`config.mk`:
```
export PLATFORM = sky130hd
export DESIGN_NAME = sram_b_fifo_ctrl
export DESIGN_NICKNAME = d
export VERILOG_FILES = /design/src/rtl/sram_b_fifo_ctrl.sv
export SDC_FILE = /design/constraint.sdc
export NUM_CORES = 1
export LEC_CHECK = 0
export BUFFER_PORTS_ARGS = -buffer_cell sky130_fd_sc_hd__buf_2
export CAP_MARGIN = 25
export CORE_MARGIN = 2
export CORE_UTILIZATION = 30
export DETAILED_ROUTE_END_ITERATION = 16
export PLACE_DENSITY = 0.62
export SYNTH_ARGS = -nofsm -noshare
export SYNTH_HDL_FRONTEND = slang
export SYNTH_SLANG_ARGS = --single-unit
export TNS_END_PERCENT = 1
```
`constraint.sdc`:
```
create_clock -name CLK -period 5.4 [get_ports CLK]
set_clock_uncertainty 0.05 [all_clocks]
set_input_delay 0.54 -clock CLK [delete_from_list [all_inputs] [get_ports CLK]]
set_output_delay 0.54 -clock CLK [all_outputs]
set_load 0.005 [all_outputs]
```
`src/rtl/sram_b_fifo_ctrl.sv`:
```
// sram_b_fifo_ctrl: streaming valid/ready queue built on an external 1w:1r SRAM
//   (2^DEPTH_LOG2 x WIDTH, 1-cycle read latency). A 2-entry output buffer hides
//   the read latency. Push-to-OUT_VALID latency is 3 cycles, throughput 1 word/cycle.
//   IN_READY drops once the SRAM holds DEPTH words. The output buffer is sized so
//   that it never overflows: a fetch is only issued when a buffer slot is free.
// Ports:
//   CLK/RSTN/CLR                          clock, async active-low reset, sync flush
//   IN_VALID/IN_READY/IN_DATA             producer side
//   OUT_VALID/OUT_READY/OUT_DATA          consumer side
//   COUNT                                 words held (SRAM + in-flight read + buffer)
//   MEM_CE0/A0/D0/WE0/WEM0                SRAM write port
//   MEM_CE1/A1, MEM_Q1                    SRAM read port and returning data
module sram_b_fifo_ctrl #(
    parameter int DEPTH_LOG2 = 13,
    parameter int WIDTH      = 8
) (
    input  logic                  CLK,
    input  logic                  RSTN,
    input  logic                  CLR,
    input  logic                  IN_VALID,
    output logic                  IN_READY,
    input  logic [WIDTH-1:0]      IN_DATA,
    output logic                  OUT_VALID,
    input  logic                  OUT_READY,
    output logic [WIDTH-1:0]      OUT_DATA,
    output logic [DEPTH_LOG2:0]   COUNT,
    output logic                  MEM_CE0,
    output logic [DEPTH_LOG2-1:0] MEM_A0,
    output logic [WIDTH-1:0]      MEM_D0,
    output logic                  MEM_WE0,
    output logic [WIDTH-1:0]      MEM_WEM0,
    output logic                  MEM_CE1,
    output logic [DEPTH_LOG2-1:0] MEM_A1,
    input  logic [WIDTH-1:0]      MEM_Q1
);

    localparam logic [DEPTH_LOG2:0] DEPTH = {1'b1, {DEPTH_LOG2{1'b0}}};

    logic [DEPTH_LOG2-1:0] wptr_q, wptr_d;
    logic [DEPTH_LOG2-1:0] rptr_q, rptr_d;
    logic [DEPTH_LOG2:0]   mem_cnt_q, mem_cnt_d;
    logic                  rd_pend_q, rd_pend_d;
    logic [1:0]            ob_cnt_q, ob_cnt_d;
    logic [WIDTH-1:0]      ob0_q, ob0_d;   // head of output buffer
    logic [WIDTH-1:0]      ob1_q, ob1_d;

    logic       push;
    logic       pop;
    logic       fetch;
    logic       capture;
    logic [2:0] ob_occ;
    logic [1:0] tail;

    always_comb begin
        IN_READY  = RSTN & ~CLR & (mem_cnt_q != DEPTH);
        OUT_VALID = (ob_cnt_q != 2'd0);
        OUT_DATA  = ob0_q;
        push      = IN_VALID & IN_READY;
        pop       = OUT_VALID & OUT_READY;
        // Buffer slots committed after this cycle: held + in flight - leaving.
        ob_occ    = {1'b0, ob_cnt_q} + {2'b00, rd_pend_q} - {2'b00, pop};
        fetch     = (mem_cnt_q != '0) & ~CLR & (ob_occ < 3'd2);
        // A flush kills the read in flight: its data is dropped here.
        capture   = rd_pend_q & ~CLR;
        tail      = ob_cnt_q - {1'b0, pop};

        COUNT = mem_cnt_q + {{DEPTH_LOG2{1'b0}}, rd_pend_q}
                          + {{(DEPTH_LOG2-1){1'b0}}, ob_cnt_q};

        MEM_CE0  = push;
        MEM_WE0  = push;
        MEM_WEM0 = {WIDTH{push}};
        MEM_A0   = push ? wptr_q : '0;
        MEM_D0   = push ? IN_DATA : '0;
        MEM_CE1  = fetch;
        MEM_A1   = fetch ? rptr_q : '0;

        wptr_d    = wptr_q + {{(DEPTH_LOG2-1){1'b0}}, push};
        rptr_d    = rptr_q + {{(DEPTH_LOG2-1){1'b0}}, fetch};
        mem_cnt_d = mem_cnt_q + {{DEPTH_LOG2{1'b0}}, push}
                              - {{DEPTH_LOG2{1'b0}}, fetch};
        rd_pend_d = fetch;
        ob_cnt_d  = ob_cnt_q + {1'b0, rd_pend_q} - {1'b0, pop};

        // Output buffer is a 2-deep shift register: pop shifts toward the head,
        // capture lands in the first free slot after that shift.
        ob0_d = ob0_q;
        ob1_d = ob1_q;
        if (pop) begin
            ob0_d = ob1_q;
        end
        if (capture) begin
            if (tail == 2'd0) begin
                ob0_d = MEM_Q1;
            end else begin
                ob1_d = MEM_Q1;
            end
        end

        if (CLR) begin
            wptr_d    = '0;
            rptr_d    = '0;
            mem_cnt_d = '0;
            rd_pend_d = 1'b0;
            ob_cnt_d  = 2'd0;
        end
    end

    always_ff @(posedge CLK or negedge RSTN) begin
        if (!RSTN) begin
            wptr_q    <= '0;
            rptr_q    <= '0;
            mem_cnt_q <= '0;
            rd_pend_q <= 1'b0;
            ob_cnt_q  <= 2'd0;
            ob0_q     <= '0;
            ob1_q     <= '0;
        end else begin
            wptr_q    <= wptr_d;
            rptr_q    <= rptr_d;
            mem_cnt_q <= mem_cnt_d;
            rd_pend_q <= rd_pend_d;
            ob_cnt_q  <= ob_cnt_d;
            ob0_q     <= ob0_d;
            ob1_q     <= ob1_d;
        end
    end

endmodule

```
==> results of run 1 <==
-- stage by stage --
step | power (mW) | util [%] | hold WS, ps | setup slack (ps) | cells
5_1_grt | 2.69 | 37.8 | 399 | 655 | 668
3_3_place_gp | 1.83 | 35.2 | 436 | 1070 | 652
2_1_floorplan | 1.54 | - | 194 | 1180 | 408
4_1_cts | 2.51 | 37.8 | 378 | 1020 | 668
3_5_place_dp | 1.86 | 35.2 | 448 | 1010 | 653
6_report | 2.48 | 37.8 | 359 | 987 | 668
-- synth_stat cells, types with 10 or more instances --
cell / number
sky130_fd_sc_hd__a21oi_1: 17
sky130_fd_sc_hd__dfrtp_1: 59
sky130_fd_sc_hd__nor2_1: 36
sky130_fd_sc_hd__and2_1: 32
sky130_fd_sc_hd__buf_4: 10
sky130_fd_sc_hd__o21ai_0: 17
sky130_fd_sc_hd__inv_1: 31
sky130_fd_sc_hd__nand3_1: 14
sky130_fd_sc_hd__ha_1: 38
sky130_fd_sc_hd__nand2_1: 23
sky130_fd_sc_hd__xnor2_1: 23
sky130_fd_sc_hd__xor2_1: 15
-- cell usage in the layout, fill, tap and decap left out, types with 2 or more instances in the layout --
cell,synthesis,layout
sky130_fd_sc_hd__o21ai_0,17,17
sky130_fd_sc_hd__ha_1,38,38
sky130_fd_sc_hd__a31oi_1,2,2
sky130_fd_sc_hd__dfrtp_1,59,59
sky130_fd_sc_hd__nand3_1,14,14
sky130_fd_sc_hd__a21o_1,2,2
sky130_fd_sc_hd__buf_4,10,4
sky130_fd_sc_hd__nand3b_1,3,3
sky130_fd_sc_hd__mux2i_1,9,9
sky130_fd_sc_hd__and3_1,3,3
sky130_fd_sc_hd__a21oi_1,17,17
sky130_fd_sc_hd__nor2_1,36,36
sky130_fd_sc_hd__nor2b_1,9,9
sky130_fd_sc_hd__bufinv_16,0,2
sky130_fd_sc_hd__fa_1,4,4
sky130_fd_sc_hd__buf_2,1,89
sky130_fd_sc_hd__nand4_1,3,3
sky130_fd_sc_hd__clkbuf_16,0,9
sky130_fd_sc_hd__inv_1,31,31
sky130_fd_sc_hd__clkbuf_8,2,2
sky130_fd_sc_hd__nor3_1,5,5
sky130_fd_sc_hd__nand2b_1,3,3
sky130_fd_sc_hd__or3_1,8,8
sky130_fd_sc_hd__xor2_1,15,15
sky130_fd_sc_hd__and2_1,32,32
sky130_fd_sc_hd__nor4_1,3,3
sky130_fd_sc_hd__nand2_1,23,23
sky130_fd_sc_hd__mux2_2,9,9
sky130_fd_sc_hd__xnor2_1,23,23
-- area by class of cell --
type	instances	share of cell area, %
Inverter	31	2.43
Timing Repair Buffer	93	9.92
Tap cell	172	4.49
Clock buffer	11	5.28
Sequential cell	59	30.8
Multi-Input combinational cell	298	45.5
Clock inverter	4	1.54
-- where the power goes --
| part | switching (mW) | internal, mW |
|---|---|---|
| sequential | 0.106 | 0.566 |
| combinational | 0.623 | 0.561 |
| clock | 0.197 | 0.426 |
-- per-layer routing --
metal	vias to the layer above	part of all wire (%)	track usage, %
met3	4	4.6	3.86
met2	64	49	21.6
met5	-	0	0
met4	0	0.45	3.01
met1	1443	46	16.7
li1	1518	-	-
-- kinds of logic after synthesis --
logic type	Yosys count	share of synthesized area, %
adders and majority gates	42	14.2
muxes	18	4.89
AOI/OAI and AO/OA	52	8.15
DFF	59	37.7
buffers and inverters	51	6.58
xor gates and xnor gates	38	8.50
and+or+nand+nor	148	20.0
-- worst max path at each step --
stage,from,end,slack [ps],depth (start not counted)
final,ob_cnt_q[1],mem_cnt_q[12],990,19
after global routing,ob_cnt_q[1],mem_cnt_q[12],660,19
after CTS,ob_cnt_q[1],mem_cnt_q[12],1020,19
after detailed placement,OUT_READY,mem_cnt_q[12],1010,20
after global placement,OUT_READY,mem_cnt_q[12],1070,20
after floorplan,OUT_READY,mem_cnt_q[13],1180,18
-- worst max-delay path, stage by stage (launching register included) --
cell and delay [ps]:
sky130_fd_sc_hd__dfrtp_1 530, sky130_fd_sc_hd__o21ai_1 110, sky130_fd_sc_hd__buf_4 200, sky130_fd_sc_hd__mux2i_1 320, sky130_fd_sc_hd__ha_1 220, sky130_fd_sc_hd__inv_1 50
sky130_fd_sc_hd__fa_1 370, sky130_fd_sc_hd__xnor2_1 130, sky130_fd_sc_hd__nand3b_1 110, sky130_fd_sc_hd__a21oi_1 50, sky130_fd_sc_hd__buf_4 200, sky130_fd_sc_hd__ha_1 280
sky130_fd_sc_hd__inv_1 40, sky130_fd_sc_hd__ha_1 210, sky130_fd_sc_hd__fa_1 410, sky130_fd_sc_hd__a21oi_1 260, sky130_fd_sc_hd__o221a_1 290, sky130_fd_sc_hd__nor4_1 90
sky130_fd_sc_hd__o31a_1 260, sky130_fd_sc_hd__nor3_2 150
-- flip-flops by register name (all words and copies together) (netlist names) --
register and cells:
mem_cnt_q 14, wptr_q 13, ob1_q 8, rptr_q 13, OUT_DATA 8, rd_pend_q 1, ob_cnt_q 2
==> impl_table.tex, run 1 <==
\begin{tabular}{lr}
\hline
Metric & Value \\
\hline
\multicolumn{2}{l}{\textbf{Timing}} \\
Worst-Margin Slew & 928 ps \\
Setup\_tns & 0 ps \\
Setup repair after global routing missed its margin & no \\
Max-slew violation count & 0 \\
Final setup vio count & 0 \\
Clock period minus final worst setup slack & $\sim$4400 ps \\
Remaining max-slew budget at the tightest pin & 38.1\% \\
Final worst-path cycle share & between 80\% and 90\% \\
Hold Vio Cnt, Final & 0 \\
Achievable Freq & around 230 MHz \\
\multicolumn{2}{l}{\textbf{Critical path}} \\
Endpoint of the lowest-slack register-to-register path & mem\_cnt\_q[12] \\
Setup crit end kind & register \\
CP Max Fanout & 15 \\
Worst-case register-to-register setup slack & between 900 and 1000 ps \\
Data arrival time of the critical path & $\sim$4600 ps \\
Critical path required time & between 5000 and 6000 ps \\
Startpoint types & register \\
Critical register-to-register path startpoint & ob\_cnt\_q[1] \\
Start-to-end type of the worst setup path & register to register \\
Depth of the worst register-to-register path & 19 \\
\multicolumn{2}{l}{\textbf{CTS}} \\
Sinks on the clock net & between 50 and 60 \\
Clock tree from TritonCTS & built \\
Cts bufs inserted & 9 \\
Clock latency of the later-clocked register in the worst-skew pair & between 300 and 400 ps \\
Postcts setup bufs & 0 \\
H-tree depth & 3 \\
Number of resized instances in the post-cts repair step & 0 \\
Clock Tree Root & sky130\_fd\_sc\_hd\_\_clkbuf\_16 \\
Number of hold buffers added after CTS & 0 \\
Clock-pin slew of the registers on the worst-case setup and hold paths & $\sim$50 ps \\
Clock buffer depth & 2 \\
\multicolumn{2}{l}{\textbf{Synth}} \\
Largest area contributor in the synthesized netlist & sky130\_fd\_sc\_hd\_\_dfrtp\_1 \\
Async set-or-reset flop fraction in the synthesized netlist & between 90\% and 100\% \\
Number of flops mapped to enable cells by yosys & 0 \\
Synth warn & 0 \\
Flip-flop and latch count after synthesis & between 50 and 60 \\
Seq/Total Area, Yosys & between 30\% and 40\% \\
Instance count of the mapped netlist & between 400 and 500 \\
Area of the mapped netlist & slightly below 0.004 sq mm \\
Synth cell types & 49 \\
Synth top area share & between 30 and 40\% \\
Biggest area contributors in the synthesized netlist & sky130\_fd\_sc\_hd\_\_dfrtp\_1 38\%, sky130\_fd\_sc\_hd\_\_ha\_1 12\%, sky130\_fd\_sc\_hd\_\_xnor2\_1 5.1\% \\
Ys flop type & sky130\_fd\_sc\_hd\_\_dfrtp\_1 \\
Total nets after synthesis & $\sim$470 \\
Mean Syn Cell Area & 9.60 sq um \\
\multicolumn{2}{l}{\textbf{Floorplanning}} \\
Floorplan Core Area & $\sim$0.013 sq mm \\
I/O pin total & 90 \\
Full die area & approximately 0.014 sq mm \\
Floorplan die height & around 120 um \\
Placement row count & slightly above 40 \\
Width of the die & about 120 um \\
Starting Density & 30.9\% \\
\multicolumn{2}{l}{\textbf{Final layout}} \\
Combined flip-flop and latch cell area & between 0.001 and 0.0015 sq mm \\
Multi-input combinational cell area & approximately 0.0022 sq mm \\
Count of fill cells added during filler insertion & between 1000 and 1500 \\
Share of cells above drive strength 1 & between 20\% and 30\% \\
Antenna diode count & 0 \\
\# nets final & between 500 and 600 \\
Post-route design area & between 0.004 and 0.005 sq mm \\
Synth-to-Final Area Change & 22.4\% \\
\multicolumn{2}{l}{\textbf{Placement}} \\
Placement Cell Area & about 0.0045 sq mm \\
Routability Congestion & approximately 0.83 \\
HPWL after detailed placement & $\sim$6500 um \\
Total of buffers placed on input and output ports & 89 \\
\multicolumn{2}{l}{\textbf{Routing}} \\
Average wire per standard cell & 13.1 um \\
Average via count per standard cell & between 4 and 5 \\
Count of nets left with antenna violations after detail routing & 0 \\
Post-detailed-routing wire length & $\sim$8700 um \\
Total number of vias & roughly 3000 \\
Initial detailed-routing violation count & $\sim$200 \\
Count of unresolved DRC violations after routing & 0 \\
Initial DRT Pass Iterations & 4 \\
\multicolumn{2}{l}{\textbf{Global route}} \\
Pin count of the biggest net entering global routing & 61 \\
Number of antenna violations at the first check in global routing & 0 \\
Global route overflow & 0 \\
Overall track demand over capacity in global routing & approximately an eighth \\
Number of global-route vias before repair & between 3000 and 4000 \\
Wire length of the first global-routing pass & around 15000 um \\
\multicolumn{2}{l}{\textbf{Run status}} \\
Outcome & finished clean \\
\multicolumn{2}{l}{\textbf{Power and ir drop}} \\
Leakage power total & around 2.4 nW \\
Cell Pwr Density & 517 mW/mm\^{}2 \\
Worst supply voltage drop on vdd & roughly 0.22 mV \\
\multicolumn{2}{l}{\textbf{Run}} \\
Maxcap violations & 0 \\
\multicolumn{2}{l}{\textbf{Worst hold path}} \\
Kind of path behind the tightest hold check & input pin to asynchronous set/reset pin \\
\hline
\end{tabular}
No activity file was read; power rests on OpenSTA's default activity.
==> run 2: changes to the inputs <==
--- a/config.mk
+++ b/config.mk
@@ -10,7 +10,7 @@
 export CORE_MARGIN = 2
 export CORE_UTILIZATION = 30
 export DETAILED_ROUTE_END_ITERATION = 16
-export PLACE_DENSITY = 0.62
+export PLACE_DENSITY = 0.63
 export SYNTH_ARGS = -nofsm -noshare
 export SYNTH_HDL_FRONTEND = slang
 export SYNTH_SLANG_ARGS = --single-unit
==> constraint.sdc (replaced) <==
create_clock -name CLK -period 3.6 [get_ports CLK]
set_clock_uncertainty 0.05 [all_clocks]
set_input_delay 0.36 -clock CLK [delete_from_list [all_inputs] [get_ports CLK]]
set_output_delay 0.36 -clock CLK [all_outputs]
set_load 0.005 [all_outputs]
==> run 2 against run 1 <==
- total power grew 61%
- clock power is 40% higher
- global-route usage grew 0.28 points
- count of clock-buffer cells in the layout up 1
- worst setup slack worse by 910 ps
- cell count up 1.3%
- combinational power grew 79%
- register-to-register slack got worse by 910 ps
- sequential cell count unchanged
- design area grew 4.1%
- critical endpoint unchanged
- largest cell class unchanged
- largest power group unchanged
==> impl_table.tex, run 2 (synthesized netlist as in run 1, its figures left out) <==
\begin{tabular}{lr}
\hline
Metric & Value \\
\hline
\multicolumn{2}{l}{\textbf{Global route}} \\
Pin count of the biggest net entering global routing & 61 (unchanged) \\
Global route overflow & 0 (unchanged) \\
Wire length of the first global-routing pass & 15200 um (+2.8\%) \\
Number of antenna violations at the first check in global routing & 0 (unchanged) \\
Number of global-route vias before repair & 3176 (+3.5\%) \\
Overall track demand over capacity in global routing & 13.3\% (+0.28 points) \\
\multicolumn{2}{l}{\textbf{Routing}} \\
Total number of vias & 3084 (+1.8\%) \\
Count of nets left with antenna violations after detail routing & 0 (unchanged) \\
Initial detailed-routing violation count & 147 (-27\%) \\
Post-detailed-routing wire length & 8830 um (+0.99\%) \\
Count of unresolved DRC violations after routing & 0 (unchanged) \\
Average wire per standard cell & 13.0 um (-0.35\%) \\
Initial DRT Pass Iterations & 4 (unchanged) \\
Average via count per standard cell & 4.56 (+0.46\%) \\
\multicolumn{2}{l}{\textbf{Timing}} \\
Final-layout worst hold slack & 209 ps (-150 ps) \\
Setup repair after global routing missed its margin & yes \\
Achievable Freq & 284 MHz (+25\%) \\
Final worst-path cycle share & 97.9\% (+16 points) \\
Final setup vio count & 0 (unchanged) \\
Hold Vio Cnt, Final & 0 (unchanged) \\
Max-slew violation count & 0 (unchanged) \\
Worst Slack Setup Final & 73.9 ps (-913 ps) \\
Clock period minus final worst setup slack & 3530 ps (-887 ps) \\
Worst-Margin Slew & 780 ps (-148 ps) \\
Remaining max-slew budget at the tightest pin & 48.0\% (+9.9 points) \\
\multicolumn{2}{l}{\textbf{Final layout}} \\
\# nets final & 563 (+1.4\%) \\
Count of non-filler cells in the finished layout & 677 (+1.3\%) \\
Antenna diode count & 0 (unchanged) \\
Biggest register & mem\_cnt\_q \\
Synth-to-Final Area Change & 27.4\% \\
Commonest non-fill, non-tap cells in the layout & 89 x sky130\_fd\_sc\_hd\_\_buf\_2, 58 x sky130\_fd\_sc\_hd\_\_dfrtp\_1, 36 x sky130\_fd\_sc\_hd\_\_nor2\_1 \\
Commonest non-fill, non-tap cell in the layout & sky130\_fd\_sc\_hd\_\_buf\_2 \\
Largest registers & mem\_cnt\_q x14, rptr\_q x13, wptr\_q x13 \\
Final Util & 39.4\% (+1.6 points) \\
Share of cells above drive strength 1 & 30.3\% (+5.7 points) \\
Flip-flop count of the largest register after layout & 14 (unchanged) \\
\multicolumn{2}{l}{\textbf{Floorplanning}} \\
I/O pin total & 90 (unchanged) \\
Floorplan die height & 118 um (unchanged) \\
Placement row count & 41 (unchanged) \\
Starting Density & 30.9\% (unchanged) \\
Width of the die & 118 um (unchanged) \\
Floorplan Core Area & 0.0127 sq mm (unchanged) \\
Full die area & 0.0140 sq mm (unchanged) \\
\multicolumn{2}{l}{\textbf{Power and ir drop}} \\
Leakage power total & 2.46 nW (+1.8\%) \\
Cell Pwr Density & 799 mW/mm\^{}2 (+54\%) \\
Worst supply voltage drop on vdd & 0.270 mV (+24\%) \\
\multicolumn{2}{l}{\textbf{Critical path}} \\
Max stage delay on crit path & 520 ps (about the same) \\
Buffer and inverter count on the worst path & 3 (-1) \\
Setup crit end kind & register \\
Critical path required time & 3800 ps (-1790 ps) \\
Standard cell with the maximum stage delay on the critical path & sky130\_fd\_sc\_hd\_\_fa\_2 \\
CP Max Fanout & 3 (-12) \\
Data arrival time of the critical path & 3720 ps (-880 ps) \\
Start-to-end type of the worst setup path & register to register \\
Category of cells accounting for the largest share of critical-path delay & adder cells \\
Critical-path cell list & inv\_2 -> mux2i\_4 -> ha\_2 -> inv\_2 -> fa\_2 -> nand3b\_1 -> a21oi\_2 -> ha\_4 -> inv\_2 -> ha\_4 -> fa\_2 -> a21oi\_4 -> o221a\_4 -> nor4\_4 -> o31a\_1 -> nor3\_2 \\
Startpoint types & register \\
Most frequent cell on the critical path & sky130\_fd\_sc\_hd\_\_inv\_2 \\
\multicolumn{2}{l}{\textbf{CTS}} \\
Clock buffer depth & 2 (unchanged) \\
Sinks on the clock net & 59 (unchanged) \\
Cts bufs inserted & 9 (unchanged) \\
Clock Tree Root & sky130\_fd\_sc\_hd\_\_clkbuf\_16 \\
Clock-pin slew of the registers on the worst-case setup and hold paths & 50 ps (about the same) \\
Clock latency of the later-clocked register in the worst-skew pair & 320 ps (about the same) \\
Clock tree from TritonCTS & built \\
Number of hold buffers added after CTS & 0 (unchanged) \\
H-tree depth & 3 (unchanged) \\
\multicolumn{2}{l}{\textbf{Worst hold path}} \\
Kind of path behind the tightest hold check & input pin to asynchronous set/reset pin \\
\multicolumn{2}{l}{\textbf{Placement}} \\
Setup slack at placement & 14.3 ps (-991 ps) \\
Routability Congestion & 0.857 (+2.9\%) \\
HPWL after detailed placement & 6550 um (+1.5\%) \\
Total of buffers placed on input and output ports & 89 (unchanged) \\
Placed cell count & 659 (+0.92\%) \\
\multicolumn{2}{l}{\textbf{Run status}} \\
Outcome & finished clean \\
\multicolumn{2}{l}{\textbf{Run}} \\
Maxcap violations & 0 (unchanged) \\
\hline
\end{tabular}
[run 2: cell types whose count changed in the layout (fill, tap and decap cells not counted), moves of 2 or more]
cell	delta
sky130_fd_sc_hd__a21oi_1	-3
sky130_fd_sc_hd__a21oi_2	+2
sky130_fd_sc_hd__buf_4	+8
sky130_fd_sc_hd__fa_1	-2
sky130_fd_sc_hd__fa_2	+2
sky130_fd_sc_hd__ha_1	-4
sky130_fd_sc_hd__ha_4	+3
sky130_fd_sc_hd__inv_1	-4
sky130_fd_sc_hd__inv_2	+3
sky130_fd_sc_hd__nor4_1	-2
[run 2: cell type report]
| type | instances | area [sq um] |
|---|---|---|
| Timing Repair Buffer | 101 | 536 |
| Multi-Input combinational cell | 298 | 2330 |
| Tap cell | 172 | 215 |
| Clock inverter | 4 | 48.8 |
| Fill cell | 1269 | 7680 |
| Sequential cell | 59 | 1480 |
| Clock buffer | 12 | 256 |
| Inverter | 31 | 119 |
[run 2: power breakdown]
part / switching (mW) / leakage (nW) / internal [mW]
Sequential: 0.155 / 0.775 / 0.849
Combinational: 1.08 / 1.54 / 1.03
Clock: 0.299 / 0.153 / 0.572
Total: 1.54 / 2.46 / 2.45
[run 2: path summary, 6_finish.rpt]
path,start,endpoint,cells after the start,slack [ps]
max,ob_cnt_q[0],mem_cnt_q[12],16,70
min,RSTN,mem_cnt_q[4],2,210
min in group CLK,MEM_Q1[0],OUT_DATA[0],3,210
max in group asynchronous,RSTN,ob_cnt_q[1],2,2740
min reg2reg,ob1_q[7],ob1_q[7],1,460
max reg2reg,ob_cnt_q[0],mem_cnt_q[12],16,70
[run 2: per-stage QoR]
step	area [sq um]	setup TNS, ps	power [mW]
final	4990	0	3.98
after floorplan	4020	-170	2.45
after detailed placement	4600	0	2.97
after global placement	4600	0	2.91
after global routing	4990	-63.6	4.32
after CTS	4900	0	3.87
[run 2: what timing repair did]
action | in CTS | in global routing
gates resized for setup | 0 | 12
buffers inserted | 0 | 2
endpoints found under the setup margin | 0 | 6
[run 2: worst register-to-register path: stages (launching register included)]
cell and delay (ps):
sky130_fd_sc_hd__dfrtp_1 390, sky130_fd_sc_hd__inv_2 90, sky130_fd_sc_hd__mux2i_4 220, sky130_fd_sc_hd__ha_2 190
sky130_fd_sc_hd__inv_2 40, sky130_fd_sc_hd__fa_2 520, sky130_fd_sc_hd__nand3b_1 110, sky130_fd_sc_hd__a21oi_2 190
sky130_fd_sc_hd__ha_4 160, sky130_fd_sc_hd__inv_2 40, sky130_fd_sc_hd__ha_4 160, sky130_fd_sc_hd__fa_2 380
sky130_fd_sc_hd__a21oi_4 200, sky130_fd_sc_hd__o221a_4 220, sky130_fd_sc_hd__nor4_4 40, sky130_fd_sc_hd__o31a_1 320
sky130_fd_sc_hd__nor3_2 100
[run 2: layer usage]
layer | vias to the layer above | GRT usage (%) | routed length [um]
met5 | - | 0 | 0
met4 | 0 | 3.46 | 134
met3 | 13 | 3.47 | 333
met2 | 71 | 22.6 | 4300
met1 | 1461 | 16.8 | 4070
li1 | 1539 | - | -
